$ cat src/rtl/ram36k_port_arbiter_if.sv
// ============================================================================
// ram36k_port_arbiter_if : requester command/response bus plus RAM port bundle
// Rev 1.0
// ============================================================================
`default_nettype none

interface ram36k_port_arbiter_if;
  logic [1:0]  req_valid;
  logic [1:0]  req_we;
  logic [1:0]  req_lock;
  logic [19:0] req_addr;
  logic [7:0]  req_be;
  logic [63:0] req_wdata;
  logic [7:0]  req_wparity;
  logic [1:0]  req_ready;
  logic [1:0]  rsp_valid;
  logic [31:0] rsp_rdata;
  logic [3:0]  rsp_rparity;
  logic        ram_wen;
  logic        ram_ren;
  logic [14:0] ram_addr;
  logic [3:0]  ram_be;
  logic [31:0] ram_wdata;
  logic [3:0]  ram_wparity;
  logic [31:0] ram_rdata;
  logic [3:0]  ram_rparity;
  logic        busy;

  modport slave (
    input  req_valid, req_we, req_lock, req_addr, req_be, req_wdata, req_wparity,
    input  ram_rdata, ram_rparity,
    output req_ready, rsp_valid, rsp_rdata, rsp_rparity,
    output ram_wen, ram_ren, ram_addr, ram_be, ram_wdata, ram_wparity, busy
  );

  modport master (
    output req_valid, req_we, req_lock, req_addr, req_be, req_wdata, req_wparity,
    output ram_rdata, ram_rparity,
    input  req_ready, rsp_valid, rsp_rdata, rsp_rparity,
    input  ram_wen, ram_ren, ram_addr, ram_be, ram_wdata, ram_wparity, busy
  );
endinterface

`default_nettype wire

$ cat src/rtl/ram36k_port_arbiter.sv
// ============================================================================
// ram36k_port_arbiter : two-requester round-robin arbiter with lock for one
//                       36-bit RAM port, with in-order read response routing
// Rev 1.0
// ============================================================================
`default_nettype none

module ram36k_port_arbiter #(
  parameter int READ_LATENCY = 1
) (
  input  wire logic             clk,
  input  wire logic             rst,
  ram36k_port_arbiter_if.slave  bus
);

  localparam int c_TAG_DEPTH = 1 + READ_LATENCY;

  if (READ_LATENCY < 1 || READ_LATENCY > 2) begin : g_bad_read_latency
    $error("ram36k_port_arbiter: READ_LATENCY must be 1 or 2");
  end

  typedef enum logic [1:0] {
    S_IDLE = 2'd0,
    S_OWN0 = 2'd1,
    S_OWN1 = 2'd2
  } state_t;

  state_t            r_state;
  state_t            w_state_nxt;
  logic              r_pri;
  logic [1:0]        w_ready;
  logic [1:0]        w_grant;
  logic              w_accept;
  logic              w_id;

  logic [9:0]        w_addr;
  logic              w_we;
  logic [3:0]        w_be;
  logic [31:0]       w_wdata;
  logic [3:0]        w_wparity;

  logic              r_ram_wen;
  logic              r_ram_ren;
  logic [14:0]       r_ram_addr;
  logic [3:0]        r_ram_be;
  logic [31:0]       r_ram_wdata;
  logic [3:0]        r_ram_wparity;

  logic [c_TAG_DEPTH-1:0] r_tag_vld;
  logic [c_TAG_DEPTH-1:0] r_tag_id;

  // Grants are one-hot by construction, so the granted id is simply bit 1.
  always_comb begin
    w_ready     = 2'b00;
    w_state_nxt = r_state;
    case (r_state)
      S_IDLE: begin
        if (bus.req_valid == 2'b11) begin
          w_ready = r_pri ? 2'b10 : 2'b01;
        end else begin
          w_ready = bus.req_valid;
        end
      end
      S_OWN0:  w_ready = {1'b0, bus.req_valid[0]};
      S_OWN1:  w_ready = {bus.req_valid[1], 1'b0};
      default: w_ready = 2'b00;
    endcase
    if (rst) begin
      w_ready = 2'b00;
    end
    w_grant  = w_ready & bus.req_valid;
    w_accept = |w_grant;
    w_id     = w_grant[1];
    if (w_accept) begin
      w_state_nxt = bus.req_lock[w_id] ? (w_id ? S_OWN1 : S_OWN0) : S_IDLE;
    end
  end

  always_ff @(posedge clk) begin
    if (rst) begin
      r_state <= S_IDLE;
      r_pri   <= 1'b0;
    end else begin
      r_state <= w_state_nxt;
      if (w_accept) begin
        r_pri <= ~w_id;
      end
    end
  end

  assign w_addr    = w_id ? bus.req_addr[19:10]    : bus.req_addr[9:0];
  assign w_we      = w_id ? bus.req_we[1]          : bus.req_we[0];
  assign w_be      = w_id ? bus.req_be[7:4]        : bus.req_be[3:0];
  assign w_wdata   = w_id ? bus.req_wdata[63:32]   : bus.req_wdata[31:0];
  assign w_wparity = w_id ? bus.req_wparity[7:4]   : bus.req_wparity[3:0];

  // Strobes fall back to zero every idle cycle; address and data only move on accept.
  always_ff @(posedge clk) begin
    if (rst) begin
      r_ram_wen     <= 1'b0;
      r_ram_ren     <= 1'b0;
      r_ram_be      <= 4'b0;
      r_ram_addr    <= 15'b0;
      r_ram_wdata   <= 32'b0;
      r_ram_wparity <= 4'b0;
    end else begin
      r_ram_wen <= w_accept & w_we;
      r_ram_ren <= w_accept & ~w_we;
      r_ram_be  <= (w_accept & w_we) ? w_be : 4'b0;
      if (w_accept) begin
        r_ram_addr    <= {w_addr, 5'b0};
        r_ram_wdata   <= w_wdata;
        r_ram_wparity <= w_wparity;
      end
    end
  end

  // Stage k describes the read issued to the RAM k cycles ago; the last stage lines up with RDATA.
  always_ff @(posedge clk) begin
    if (rst) begin
      r_tag_vld <= '0;
      r_tag_id  <= '0;
    end else begin
      r_tag_vld <= {r_tag_vld[c_TAG_DEPTH-2:0], w_accept & ~w_we};
      r_tag_id  <= {r_tag_id[c_TAG_DEPTH-2:0], w_id};
    end
  end

  assign bus.req_ready   = w_ready;
  assign bus.rsp_valid   = r_tag_vld[c_TAG_DEPTH-1]
                         ? (r_tag_id[c_TAG_DEPTH-1] ? 2'b10 : 2'b01) : 2'b00;
  assign bus.rsp_rdata   = bus.ram_rdata;
  assign bus.rsp_rparity = bus.ram_rparity;

  assign bus.ram_wen     = r_ram_wen;
  assign bus.ram_ren     = r_ram_ren;
  assign bus.ram_addr    = r_ram_addr;
  assign bus.ram_be      = r_ram_be;
  assign bus.ram_wdata   = r_ram_wdata;
  assign bus.ram_wparity = r_ram_wparity;

  assign bus.busy        = (r_state != S_IDLE) | (|r_tag_vld);

endmodule

`default_nettype wire

$ cat src/flat_wrapper.sv
// flat-port wrapper written by rule: the top's interface ports become plain ports
module ram36k_port_arbiter_flat 
#(
  parameter int READ_LATENCY = 1
)
  (clk, rst, bus_req_valid, bus_req_we, bus_req_lock, bus_req_addr, bus_req_be, bus_req_wdata, bus_req_wparity, bus_ram_rdata, bus_ram_rparity, bus_req_ready, bus_rsp_valid, bus_rsp_rdata, bus_rsp_rparity, bus_ram_wen, bus_ram_ren, bus_ram_addr, bus_ram_be, bus_ram_wdata, bus_ram_wparity, bus_busy);
  ram36k_port_arbiter_if bus_i ();
  input  wire logic clk;
  input  wire logic rst;
  input wire logic [$bits(bus_i.req_valid)-1:0] bus_req_valid;
  input wire logic [$bits(bus_i.req_we)-1:0] bus_req_we;
  input wire logic [$bits(bus_i.req_lock)-1:0] bus_req_lock;
  input wire logic [$bits(bus_i.req_addr)-1:0] bus_req_addr;
  input wire logic [$bits(bus_i.req_be)-1:0] bus_req_be;
  input wire logic [$bits(bus_i.req_wdata)-1:0] bus_req_wdata;
  input wire logic [$bits(bus_i.req_wparity)-1:0] bus_req_wparity;
  input wire logic [$bits(bus_i.ram_rdata)-1:0] bus_ram_rdata;
  input wire logic [$bits(bus_i.ram_rparity)-1:0] bus_ram_rparity;
  output wire logic [$bits(bus_i.req_ready)-1:0] bus_req_ready;
  output wire logic [$bits(bus_i.rsp_valid)-1:0] bus_rsp_valid;
  output wire logic [$bits(bus_i.rsp_rdata)-1:0] bus_rsp_rdata;
  output wire logic [$bits(bus_i.rsp_rparity)-1:0] bus_rsp_rparity;
  output wire logic [$bits(bus_i.ram_wen)-1:0] bus_ram_wen;
  output wire logic [$bits(bus_i.ram_ren)-1:0] bus_ram_ren;
  output wire logic [$bits(bus_i.ram_addr)-1:0] bus_ram_addr;
  output wire logic [$bits(bus_i.ram_be)-1:0] bus_ram_be;
  output wire logic [$bits(bus_i.ram_wdata)-1:0] bus_ram_wdata;
  output wire logic [$bits(bus_i.ram_wparity)-1:0] bus_ram_wparity;
  output wire logic [$bits(bus_i.busy)-1:0] bus_busy;
  assign bus_i.req_valid = bus_req_valid;
  assign bus_i.req_we = bus_req_we;
  assign bus_i.req_lock = bus_req_lock;
  assign bus_i.req_addr = bus_req_addr;
  assign bus_i.req_be = bus_req_be;
  assign bus_i.req_wdata = bus_req_wdata;
  assign bus_i.req_wparity = bus_req_wparity;
  assign bus_i.ram_rdata = bus_ram_rdata;
  assign bus_i.ram_rparity = bus_ram_rparity;
  assign bus_req_ready = bus_i.req_ready;
  assign bus_rsp_valid = bus_i.rsp_valid;
  assign bus_rsp_rdata = bus_i.rsp_rdata;
  assign bus_rsp_rparity = bus_i.rsp_rparity;
  assign bus_ram_wen = bus_i.ram_wen;
  assign bus_ram_ren = bus_i.ram_ren;
  assign bus_ram_addr = bus_i.ram_addr;
  assign bus_ram_be = bus_i.ram_be;
  assign bus_ram_wdata = bus_i.ram_wdata;
  assign bus_ram_wparity = bus_i.ram_wparity;
  assign bus_busy = bus_i.busy;
  ram36k_port_arbiter #(.READ_LATENCY(READ_LATENCY)) u_core (.clk(clk), .rst(rst), .bus(bus_i));
endmodule
$ cat config.mk
export PLATFORM = sky130hd
export DESIGN_NAME = ram36k_port_arbiter_flat
export DESIGN_NICKNAME = d
export VERILOG_FILES = /design/src/rtl/ram36k_port_arbiter_if.sv /design/src/rtl/ram36k_port_arbiter.sv /design/src/flat_wrapper.sv
export SDC_FILE = /design/constraint.sdc
export NUM_CORES = 1
export LEC_CHECK = 0
export BUFFER_PORTS_ARGS = -buffer_cell sky130_fd_sc_hd__buf_4
export CAP_MARGIN = 10
export CORE_AREA = 2 2 94 96
export CTS_CLUSTER_SIZE = 14
export DETAILED_ROUTE_END_ITERATION = 6
export DIE_AREA = 0 0 96 98
export PLACE_DENSITY = 0.75
export SYNTH_ARGS = -nofsm -noshare
export SYNTH_HDL_FRONTEND = slang
export SYNTH_SLANG_ARGS = --single-unit
$ cat constraint.sdc
create_clock -name clk -period 1.7 [get_ports clk]
set_clock_uncertainty 0.2 [all_clocks]
set_input_delay 0.34 -clock clk [delete_from_list [all_inputs] [get_ports clk]]
set_output_delay 0.34 -clock clk [all_outputs]
set_load 0.03 [all_outputs]
==> results.md <==
* CTS clk-pin slew, worst paths at roughly 0.07 ns
* Starting DRT DRC Count at 206
* Yosys reg bits at 58
* Max layer used: met4
* Std-Cell Rows at 34
* NetSw at 0.001527 W
* P per Cell Area at 836.0 nW/um^2
* Tcrit/Tclk final at 116.1%
* Area share of the largest cell type after synthesis at 37.83%
* IO Count at 242
* CP Capture Type: primary output
* Slew Viols, Final at 0
* M1 wire length at slightly below 5 mm
* Die height at 98 microns
* Gate power share at 35.8%
* Filler cell count at 667
* Final nets at 666
* WP data required at 1.16 ns
* Post-layout min period at roughly 2.0 ns
* DRC viols at 0
* RSZ-0062 raised after global routing: true
* Layout cell share with drive strength beyond 1 at 65.21%
* Layout area overhead at 78.31%
* Synth unique cells at 26
* Core area at 8466 sq um
* Total track usage at about a quarter
* Setup CP Type: reg -> out
* Status: complete, but fails checks
* Met2 WL at 6.951 mm
* Failing checks: setup timing
* Synthesized instance count at 369
* Met3 routed WL at 1.041 mm
* Initial Utilization at 36.25%
* Root Buffer Master: clkbuf_8
* Post-Syn Area at between 3000 and 4000 sq um
* Syn Area/Cell at 8.318 sq um
* Clock latency on the worst-skew pair at about 0.33 ns
* Maximum number of pins on one net before global-route repair at 25
* Peak VDD IR at 0.0003882 V
* Final Hold Viols at 0
* Net Sw Frac at 33.37%
* Final core occ at 64.65%
* Die X at roughly 96 microns
* Leakage power at 2.255 nW
* TritonCTS Buffers at 9
* Vias per Instance at 5.839
* Remaining global-route overflow at 0
* Seq/Total Area, Yosys at 37.83%
* Crit path setup slack, layout at -0.2730 ns
* Diodes inserted at 0
* Setup violations, final at 57
* Die footprint at 9408 sq um
* Maxcap violations at 0
* WL/cell at just over 20 microns
* WP data arrival at roughly 1.4 ns
* Vias in the first global route at between 3,000 and 4,000
* Power Internal at 0.003048 W
* Fmax at between 500 and 600 MHz
* Initial antenna violation count at 0
* H-tree depth at 3
* Pre-CTS setup slack at -0.4563 ns
* Top post-synthesis cells by area: dfxtp_1 (38%), o31ai_1 (11%), buf_4 (11%)
* First-pass GRT wire length at 18.82 mm
* Worst min-delay path class: in -> reg
* Via Count at 3,702
* Slew headroom at 56.31%
* Dpl hpwl at 7.454 mm
* Clock sink count at 58
* I/O Buffers at 164
* Worst Path Max Fanout at 3
* Hold-fix buffers, CTS at 0
* Yosys warnings at 0
* Max clock buf depth at 2
* TNS Setup at -6.530 ns
* DRT Wirelength at approximately 13 mm
* Measured slew at the worst slew-check pin at 0.6540 ns
* Routability congestion estimate at 0.8025
* Clock power frac at 30.0%
* Final ANT Viol Nets at 0
* Top cell type by total area after synthesis: dfxtp_1
* Startpoint Class: flop
* First-pass iteration count of the detailed router at 4
* CTS tree: done
* Sequential share of power at 34.1%
==> registers in the layout (all words and copies together) (netlist names) <==
register / flops
u_core.bus.ram_wdata: 32
u_core.bus.ram_addr: 10
u_core.bus.ram_be: 4
u_core.bus.ram_wparity: 4
u_core.r_state: 2
u_core.r_tag_id: 2
u_core.r_tag_vld: 2
u_core.bus.ram_wen: 1
u_core.r_pri: 1
==> power by group through the flow <==
| stage | Combinational [W] | Clock, W | Sequential [W] |
|---|---|---|---|
| 2_1_floorplan | 0.000601 | 0 | 0.00181 |
| 3_3_place_gp | 0.00119 | 0 | 0.00159 |
| 3_5_place_dp | 0.00121 | 0 | 0.00159 |
| 4_1_cts | 0.00148 | 0.00139 | 0.00156 |
| 5_1_grt | 0.00172 | 0.00147 | 0.00157 |
| 6_report | 0.00164 | 0.00137 | 0.00156 |
==> cell usage after synthesis <==
| cell type | count |
|---|---|
| and3_1 | 1 |
| o21ai_1 | 38 |
| clkbuf_2 | 4 |
| buf_4 | 44 |
| o31ai_1 | 46 |
| o221a_2 | 1 |
| o21ai_0 | 12 |
| dfxtp_1 | 58 |
| nor3b_2 | 2 |
| nand2b_1 | 2 |
| buf_2 | 18 |
| nor2_1 | 3 |
| conb_1 | 1 |
| buf_6 | 5 |
| and2_1 | 1 |
| clkbuf_1 | 13 |
| a211oi_1 | 1 |
| nor2b_1 | 5 |
| inv_1 | 1 |
| a31oi_1 | 46 |
| or3b_1 | 2 |
| a21oi_1 | 8 |
| o211ai_1 | 4 |
| or4_1 | 1 |
| nand3_1 | 48 |
| nand4_1 | 4 |
==> repair_timing <==
item / in CTS / in global routing
resized for setup: 81 / 84
endpoints found under the setup margin: 56 / 56
buffers inserted: 14 / 11
gates cloned: 9 / 5
pin swaps: 33 / 69
==> layer usage <==
metal,global-route usage [%],up-vias
li1,-,1665
met2,45.19,229
met5,0,-
met1,29.74,1780
met4,9.560,0
met3,6.404,28
==> area by class of cell <==
class | count | area (sq um) | area share (%)
Tap cell | 108 | 135.1 | 2.469
Timing Repair Buffer | 220 | 2008 | 36.69
Inverter | 1 | 3.754 | 0.06859
Multi-Input combinational cell | 232 | 1952 | 35.67
Sequential cell | 58 | 1166 | 21.31
Clock inverter | 5 | 80.08 | 1.463
Clock buffer | 10 | 127.6 | 2.332
==> critical path: stages (launching register included) <==
cell	delay (ns)
dfxtp_4	0.35
buf_6	0.11
or4_4	0.48
buf_6	0.15
==> cell usage in the layout (no fill, tap or decap), types with 2 or more instances in the layout <==
cell	n
conb_1	5
clkbuf_16	4
clkbuf_8	9
nor2b_4	4
nand3_1	3
or3b_4	2
nand3_4	2
o21ai_4	4
o21ai_2	38
a31oi_4	2
dfxtp_1	56
a31oi_1	43
o31ai_1	46
a21oi_1	4
buf_16	3
clkinvlp_4	2
nor2b_1	3
buf_6	15
buf_12	13
bufinv_16	2
o21ai_1	5
nor2_1	2
nand3_2	43
nor3b_4	2
o211ai_1	4
a21oi_2	3
o21ai_0	3
buf_4	184
nand4_1	4
==> cells by family after synthesis <==
logic type,count (synthesis),synth area share (%)
AND/OR/NAND/NOR,69,12.47
other,1,0.1222
AO/OA/AOI/OAI,156,31.68
flip-flops,58,37.83
buffers and inverters,85,17.90
==> worst paths after layout <==
| kind | cells past startpoint | startpoint | slack, ns | end |
|---|---|---|---|---|
| setup / recovery | 3 | u_core.r_state[1] | -0.27 | bus_busy |
| hold reg to reg | 1 | u_core.r_tag_id[0] | 0.26 | u_core.r_tag_id[1] |
| setup reg to reg | 9 | u_core.r_state[1] | -0.20 | u_core.bus.ram_wdata[11] |
| hold / removal | 3 | bus_req_addr[9] | 0.06 | u_core.bus.ram_addr[14] |
==> through the flow <==
step                      area (sq um)  hold slack [ns]  instances  total power [W]
after floorplan                   3108           0.2138        373         0.002407
after global placement            4237           0.2434        589         0.002776
after detailed placement          4237           0.2427        589         0.002793
after CTS                         5114          0.04633        626         0.004431
after global routing              5473          0.03193        634         0.004759
final                             5473          0.05590        634         0.004575
Note: power is estimated with default switching activity, not from simulation.
